File: src/rtl/manchester_tx_1553_pkg.sv
// Shared 1553B definitions: sync patterns, word field positions, symbol count,
// transmit state enum and the helper that expands a word into its 40 half-bit symbols.
// No ports; imported by the transmit stage and the half-bit timer users.
package pkg_1553b;

  localparam logic [5:0] SYNC_CMD     = 6'b111000;
  localparam logic [5:0] SYNC_DATA    = 6'b000111;
  localparam int         DATA_MSB     = 15;
  localparam int         SYNC_SEL_BIT = 16;
  localparam int         N_SYM        = 40;
  localparam int         SYM_IDX_W    = 6;

  typedef enum logic [1:0] {
    IDLE = 2'd0,
    SEND = 2'd1,
    GAP  = 2'd2
  } tx_state_t;

  // Symbol 0 (first on the wire) lands in the MSB so the shifter can always
  // drive bit [N_SYM-1].
  function automatic logic [N_SYM-1:0] build_symbols(
    input logic [DATA_MSB:0] data,
    input logic              cmd_sync,
    input logic              par
  );
    logic [N_SYM-1:0] v;
    v = '0;
    v[N_SYM-1 -: 6] = cmd_sync ? SYNC_CMD : SYNC_DATA;
    for (int i = 0; i <= DATA_MSB; i++) begin
      v[2*i+3 -: 2] = {data[i], ~data[i]};
    end
    v[1:0] = {par, ~par};
    return v;
  endfunction

endpackage

File: src/rtl/manchester_tx_1553_if.sv
// Word handshake between the transmit word FIFO and the Manchester transmit stage.
// Signals: word_valid (FIFO not empty), word_data (24-bit queued word),
// parity_set (parity inversion), word_ready (pop strobe from the transmitter).
interface manchester_tx_1553_if;

  logic        word_valid;
  logic [23:0] word_data;
  logic        parity_set;
  logic        word_ready;

  modport master (output word_valid, output word_data, output parity_set, input word_ready);
  modport slave  (input word_valid, input word_data, input parity_set, output word_ready);

endinterface

File: src/rtl/mil1553_halfbit_timer.sv
// Half-bit cycle counter: counts 0..HALF_BIT_CYC-1 while enabled, strobes on wrap.
// Ports: clk, rst (sync, active high), clr_i (force to 0), en_i (count),
// cnt_o (current count), wrap_o (high on the last cycle of a half-bit while enabled).
module mil1553_halfbit_timer #(
  parameter int HALF_BIT_CYC = 25,
  parameter int CW           = (HALF_BIT_CYC > 1) ? $clog2(HALF_BIT_CYC) : 1
) (
  input  logic          clk,
  input  logic          rst,
  input  logic          clr_i,
  input  logic          en_i,
  output logic [CW-1:0] cnt_o,
  output logic          wrap_o
);

  logic [CW-1:0] cnt_q;

  assign wrap_o = en_i && (cnt_q == CW'(HALF_BIT_CYC - 1));
  assign cnt_o  = cnt_q;

  always_ff @(posedge clk) begin
    if (rst || clr_i) begin
      cnt_q <= '0;
    end else if (en_i) begin
      cnt_q <= wrap_o ? '0 : cnt_q + CW'(1);
    end
  end

endmodule

File: src/rtl/manchester_tx_1553.sv
// Manchester II bi-phase 1553B word transmitter: pops a 24-bit word, sends sync,
// 16 data bits and parity as 40 half-bit symbols, then enforces an idle gap.
// Ports: clk, rst, wif (slave word handshake), tx_1553 ({TXP,TXN}), en_tx_1553,
// busy (SEND or GAP), word_done (pulse on the final cycle of each word).
module manchester_tx_1553
  import pkg_1553b::*;
#(
  parameter int HALF_BIT_CYC = 25,
  parameter int GAP_HALF     = 8
) (
  input  logic                  clk,
  input  logic                  rst,
  manchester_tx_1553_if.slave   wif,
  output logic [1:0]            tx_1553,
  output logic                  en_tx_1553,
  output logic                  busy,
  output logic                  word_done
);

  localparam int CW      = (HALF_BIT_CYC > 1) ? $clog2(HALF_BIT_CYC) : 1;
  localparam int GAP_CYC = GAP_HALF * HALF_BIT_CYC;
  localparam int GW      = $clog2(GAP_CYC + 1);

  tx_state_t             state_q, state_d;
  logic [N_SYM-1:0]      sym_q, sym_d;
  logic [SYM_IDX_W-1:0]  idx_q, idx_d;
  logic [GW-1:0]         gap_q, gap_d;
  logic [1:0]            tx_q, tx_d;
  logic                  en_q, en_d;
  logic                  busy_q, busy_d;
  logic                  done_q, done_d;

  logic [CW-1:0]         hb_cnt;
  logic                  hb_wrap;
  logic                  last_sym_end;
  logic                  xfer;
  logic                  par_bit;
  logic [N_SYM-1:0]      new_syms;
  logic [6:0]            unused_word_hi;

  assign unused_word_hi = wif.word_data[23:17];

  mil1553_halfbit_timer #(.HALF_BIT_CYC(HALF_BIT_CYC), .CW(CW)) u_hb_timer (
    .clk    (clk),
    .rst    (rst),
    .clr_i  (state_q != SEND),
    .en_i   (state_q == SEND),
    .cnt_o  (hb_cnt),
    .wrap_o (hb_wrap)
  );

  // Final cycle of symbol 39: the only SEND cycle where the next word may be popped.
  assign last_sym_end = (state_q == SEND) && (idx_q == SYM_IDX_W'(N_SYM - 1)) && hb_wrap;
  assign xfer         = wif.word_valid && wif.word_ready;
  assign par_bit      = ~(^wif.word_data[DATA_MSB:0]) ^ wif.parity_set;
  assign new_syms     = build_symbols(wif.word_data[DATA_MSB:0], wif.word_data[SYNC_SEL_BIT], par_bit);

  // FSM state register
  always_ff @(posedge clk) begin
    if (rst) state_q <= IDLE;
    else     state_q <= state_d;
  end

  // FSM next state
  always_comb begin
    state_d = state_q;
    case (state_q)
      IDLE: if (xfer) state_d = SEND;
      SEND: if (last_sym_end && !xfer) state_d = GAP;
      GAP:  if (gap_q == GW'(GAP_CYC - 1)) state_d = IDLE;
      default: state_d = IDLE;
    endcase
  end

  // FSM output: pop strobe depends only on state/counters, held off during reset.
  always_comb begin
    wif.word_ready = 1'b0;
    if (!rst) begin
      wif.word_ready = (state_q == IDLE) || last_sym_end;
    end
  end

  // Datapath next state
  always_comb begin
    sym_d = sym_q;
    idx_d = idx_q;
    gap_d = '0;
    if (xfer) begin
      sym_d = new_syms;
      idx_d = '0;
    end else if (state_q == SEND && hb_wrap) begin
      sym_d = {sym_q[N_SYM-2:0], 1'b0};
      idx_d = last_sym_end ? '0 : idx_q + SYM_IDX_W'(1);
    end
    if (state_q == GAP && state_d == GAP) begin
      gap_d = gap_q + GW'(1);
    end
    en_d   = (state_d == SEND);
    tx_d   = en_d ? {sym_d[N_SYM-1], ~sym_d[N_SYM-1]} : 2'b00;
    busy_d = (state_d != IDLE);
    // One cycle early so the registered pulse lands on the word's final cycle.
    done_d = (state_q == SEND) && (idx_q == SYM_IDX_W'(N_SYM - 1)) &&
             (hb_cnt == CW'(HALF_BIT_CYC - 2));
  end

  always_ff @(posedge clk) begin
    if (rst) begin
      sym_q  <= '0;
      idx_q  <= '0;
      gap_q  <= '0;
      tx_q   <= 2'b00;
      en_q   <= 1'b0;
      busy_q <= 1'b0;
      done_q <= 1'b0;
    end else begin
      sym_q  <= sym_d;
      idx_q  <= idx_d;
      gap_q  <= gap_d;
      tx_q   <= tx_d;
      en_q   <= en_d;
      busy_q <= busy_d;
      done_q <= done_d;
    end
  end

  assign tx_1553    = tx_q;
  assign en_tx_1553 = en_q;
  assign busy       = busy_q;
  assign word_done  = done_q;

endmodule

File: src/flat_wrapper.sv
// flat-port wrapper written by rule: the top's interface ports become plain ports
module manchester_tx_1553_flat import pkg_1553b::*;
#(
  parameter int HALF_BIT_CYC = 25,
  parameter int GAP_HALF     = 8
)
  (clk, rst, tx_1553, en_tx_1553, busy, word_done, wif_word_valid, wif_word_data, wif_parity_set, wif_word_ready);
  manchester_tx_1553_if wif_i ();
  input  logic clk;
  input  logic rst;
  output logic [1:0] tx_1553;
  output logic en_tx_1553;
  output logic busy;
  output logic word_done;
  input wire logic [$bits(wif_i.word_valid)-1:0] wif_word_valid;
  input wire logic [$bits(wif_i.word_data)-1:0] wif_word_data;
  input wire logic [$bits(wif_i.parity_set)-1:0] wif_parity_set;
  output wire logic [$bits(wif_i.word_ready)-1:0] wif_word_ready;
  assign wif_i.word_valid = wif_word_valid;
  assign wif_i.word_data = wif_word_data;
  assign wif_i.parity_set = wif_parity_set;
  assign wif_word_ready = wif_i.word_ready;
  manchester_tx_1553 #(.HALF_BIT_CYC(HALF_BIT_CYC), .GAP_HALF(GAP_HALF)) u_core (.clk(clk), .rst(rst), .wif(wif_i), .tx_1553(tx_1553), .en_tx_1553(en_tx_1553), .busy(busy), .word_done(word_done));
endmodule
File: config.mk
export PLATFORM = sky130hd
export DESIGN_NAME = manchester_tx_1553_flat
export DESIGN_NICKNAME = d
export VERILOG_FILES = /design/src/rtl/manchester_tx_1553_pkg.sv /design/src/rtl/manchester_tx_1553_if.sv /design/src/rtl/mil1553_halfbit_timer.sv /design/src/rtl/manchester_tx_1553.sv /design/src/flat_wrapper.sv
export SDC_FILE = /design/constraint.sdc
export NUM_CORES = 1
export LEC_CHECK = 0
export CAP_MARGIN = 40
export CORE_MARGIN = 3
export CORE_UTILIZATION = 40
export CTS_BUF_LIST = sky130_fd_sc_hd__clkbuf_16
export DETAILED_ROUTE_END_ITERATION = 6
export GPL_ROUTABILITY_DRIVEN = 0
export PLACE_DENSITY = 0.59
export SKIP_LAST_GASP = 1
export SYNTH_ARGS = -nofsm -noshare
export SYNTH_HDL_FRONTEND = slang
export SYNTH_HIERARCHICAL = 1
export SYNTH_SLANG_ARGS = --single-unit
File: constraint.sdc
create_clock -name clk -period 4.4 [get_ports clk]
set_input_delay 0.44 -clock clk [delete_from_list [all_inputs] [get_ports clk]]
set_output_delay 0.44 -clock clk [all_outputs]
set_load 0.01 [all_outputs]
==> impl_summary.log <==
[metrics] upper clock frequency limit: 334 MHz
[metrics] setup tns final: 0 ps
[metrics] synthesized area: 3010 µm²
[metrics] fraction of final layout cells with drive strength greater than 1: 0.0890
[metrics] most area-hungry cell type in the Yosys netlist: dfxtp_1
[metrics] worst slew pin tran: 540 ps
[metrics] final worst clock skew: 6.51 ps
[metrics] CP arrival: 2550 ps
[metrics] net count after synthesis: 389
[metrics] aggregate global-route resource usage: 0.156
[metrics] pin count of the biggest net entering global routing: 57
[metrics] crit path kind: flip-flop to output port
[metrics] detailed-router iteration count before antenna repair: 4
[metrics] top cell type's share of synthesized area: 0.438
[metrics] detail-routed net length per standard cell: 12.8 µm
[metrics] number of global-route vias before repair: 2,333
[metrics] Slew Viols, Final: 0
[metrics] number of placement rows: 31
[metrics] buffers inserted by post-CTS timing repair: 0
[metrics] critical path endpoint category: output port
[metrics] Static Leak: 1.27 nW
[metrics] number of top-level pins: 34
[metrics] synthesis warning total: 6
[metrics] total clock sinks: 66
[metrics] syn_area_per_cell: 8.44 µm²
[metrics] FF+latch count, synth: 66
[metrics] fraction of registers with async set/reset: 0
[metrics] post-CTS sizing: 0
[metrics] per-cell via count in the routed design: 5.09
[metrics] Unique masters post-synth: 42
[metrics] unrepaired setup endpoints after global routing: no
[metrics] wire length after detailed routing: 6.15 mm
[metrics] most common flop cell mapped by yosys: dfxtp_1
[metrics] Worst VDD drop: 0.000188 V
[metrics] required time of the critical path: 3960 ps
[metrics] nature of the critical path startpoint: flip-flop
[metrics] half-perimeter wire length after detailed placement: 3.89 mm
[metrics] combinational fraction of design power: 0.101
[metrics] clk_lat worst skew: 320 ps
[metrics] TritonCTS Buffers: 9
[metrics] core area: 7290 µm²
[metrics] grt ovf: 0
[metrics] number of synthesized flops with an enable pin: 0
[metrics] IO Port Bufs: 26
[metrics] sequential cell fraction of total power: 0.435
[metrics] wire length of the first global-routing pass: 10.7 mm
[metrics] fin crit period: 2990 ps
[metrics] most frequent cells after synthesis: 85 x nand2_1, 66 x dfxtp_1, 30 x nor2_1
[metrics] worst-case clock buffer depth: 2
[metrics] Rel. slew slack: 0.639
[metrics] power per unit of standard cell area: 406 nW/µm²
[metrics] root buffer cell: clkbuf_16
[metrics] Reg clk slew, reported paths: 50 ps
[metrics] TritonCTS clock tree: yes
[metrics] portion of the post-synthesis area used by sequential elements: 0.438
[metrics] filler cell count in the final layout: 718
[metrics] iteration-0 DRC count of the detailed router: 126
[metrics] type of the worst min-delay path: flip-flop to flip-flop
[metrics] hold buffer count at CTS: 0
[metrics] maxcap violations: 0
[metrics] top post-synthesis cells by area: dfxtp_1 44%, nand2_1 11%, a311oi_1 5.2%, xnor2_1 4.4%, a211oi_1 4.2%
[metrics] DRC violation count after routing: 0
[metrics] Diodes inserted: 0
[metrics] number of antenna violations at the first check in global routing: 0
[metrics] number of failing hold endpoints at the final stage: 0
[metrics] top fanout value on the critical path: 8
[metrics] fraction of the cycle the final worst path needs: 0.680
[metrics] number of nets in the finished design: 409
[metrics] count leader, synth: nand2_1
[metrics] Die Wd: 92.8 µm
[metrics] gate count of the mapped netlist: 357
[metrics] height of the die: 92.8 µm
[metrics] outcome: completed
[metrics] remaining antenna violation count: 0
[metrics] initial core utilization: 0.413
[metrics] total power of the final layout: 1.48 mW
[metrics] Psw: 0.339 mW
[metrics] Internal Pwr Total: 1.14 mW
[metrics] Setup Viol. Count Final: 0
[metrics] Net Sw Frac: 0.230
[metrics] synthesis-to-layout area growth: 20.5%
[metrics] number of vias after detailed routing: 2,450
[metrics] Clk network pwr share: 0.464
[metrics] die area: 8610 µm²
[metrics] number of H-tree levels: 3
per-layer routing:
metal / up-vias / part of all wire / track usage
li1: 1272 / - / -
met1: 1137 / 0.50 / 0.199
met2: 32 / 0.45 / 0.245
met3: 9 / 0.031 / 0.0317
met4: 0 / 0.024 / 0.0842
met5: - / 0 / 0
critical path, cell delays in order, from the launching register on:
cell	delay, ps
dfxtp_1	420
nor2b_1	490
inv_1	140
nor2_1	220
nand4_2	220
a21oi_1	190
clkdlybuf4s50_1	550
cell usage in the layout, fill, tap and decap left out, types with 2 or more instances in the layout:
cell type,synthesis,routed
a311oi_1,18,18
a31oi_1,4,4
nor2_2,8,8
mux2i_1,3,3
or2_2,3,3
nand4_1,5,5
nand3_1,8,8
inv_1,5,5
a211oi_1,17,17
xor2_1,11,11
a21o_1,3,3
nand2_1,85,85
clkdlybuf4s50_1,0,25
clkbuf_16,0,9
dfxtp_1,66,66
nor2b_1,3,3
nor2_1,30,30
clkinv_1,0,4
nor4_1,2,2
nor3_1,4,4
buf_4,1,4
and3_1,18,18
a21oi_1,5,4
ha_1,4,4
clkinvlp_4,0,2
xnor2_1,15,15
logic make-up after synthesis:
kind of cell	after synthesis	synth area share
xor gates and xnor gates	27	0.0830
adders and majority gates	4	0.0166
and+or+nand+nor	176	0.273
AOI/OAI and AO/OA	52	0.132
DFF	66	0.438
buffers and inverters	28	0.0432
muxes	4	0.0137
through the flow:
stage	setup WS, ps	instances	utilization	hold WS, ps	cell area, µm²
finish	1410	481	0.498	450	3630
global route	1180	481	0.498	485	3630
global placement	1520	463	0.455	435	3320
CTS	1380	481	0.498	452	3630
detailed placement	1580	465	0.459	440	3350
floorplan	2280	357	-	423	3010
area by class of cell:
class / count / area, µm² / area share
clock buffers: 9 / 225 / 0.0620
clock inverters: 7 / 60.1 / 0.0165
well taps: 99 / 124 / 0.0341
multi-input cells: 263 / 1570 / 0.431
flip-flops and latches: 66 / 1320 / 0.364
repair buffers: 32 / 317 / 0.0872
inverters: 5 / 18.8 / 0.00517
worst paths after layout:
path	startpoint	end	slack (ps)	cells past startpoint
setup / recovery	u_core/state_q[0]	wif_word_ready	1410	6
hold / removal	u_core/gap_q[0]	u_core/gap_q[0]	450	1
setup reg to reg	u_core/state_q[0]	u_core/sym_q[28]	1610	8
hold reg to reg	u_core/gap_q[0]	u_core/gap_q[0]	450	1
power groups by stage:
stage	Combinational (mW)	Clock [mW]	Sequential, mW
after floorplan	0.100	0	0.653
after global placement	0.146	0	0.654
after detailed placement	0.150	0	0.655
after CTS	0.152	0.700	0.642
after global routing	0.165	0.726	0.646
final	0.149	0.685	0.642
registers in the layout, indices dropped and copies added, names as in the netlist:
name                     flops
u_core/tx_1553               2
u_core/busy                  1
u_core/word_done             1
u_core/idx_q                 6
u_core/gap_q                 8
u_core/u_hb_timer/cnt_o      5
u_core/en_tx_1553            1
u_core/sym_q                40
u_core/state_q               2
No activity file was read; power rests on OpenSTA's default activity.
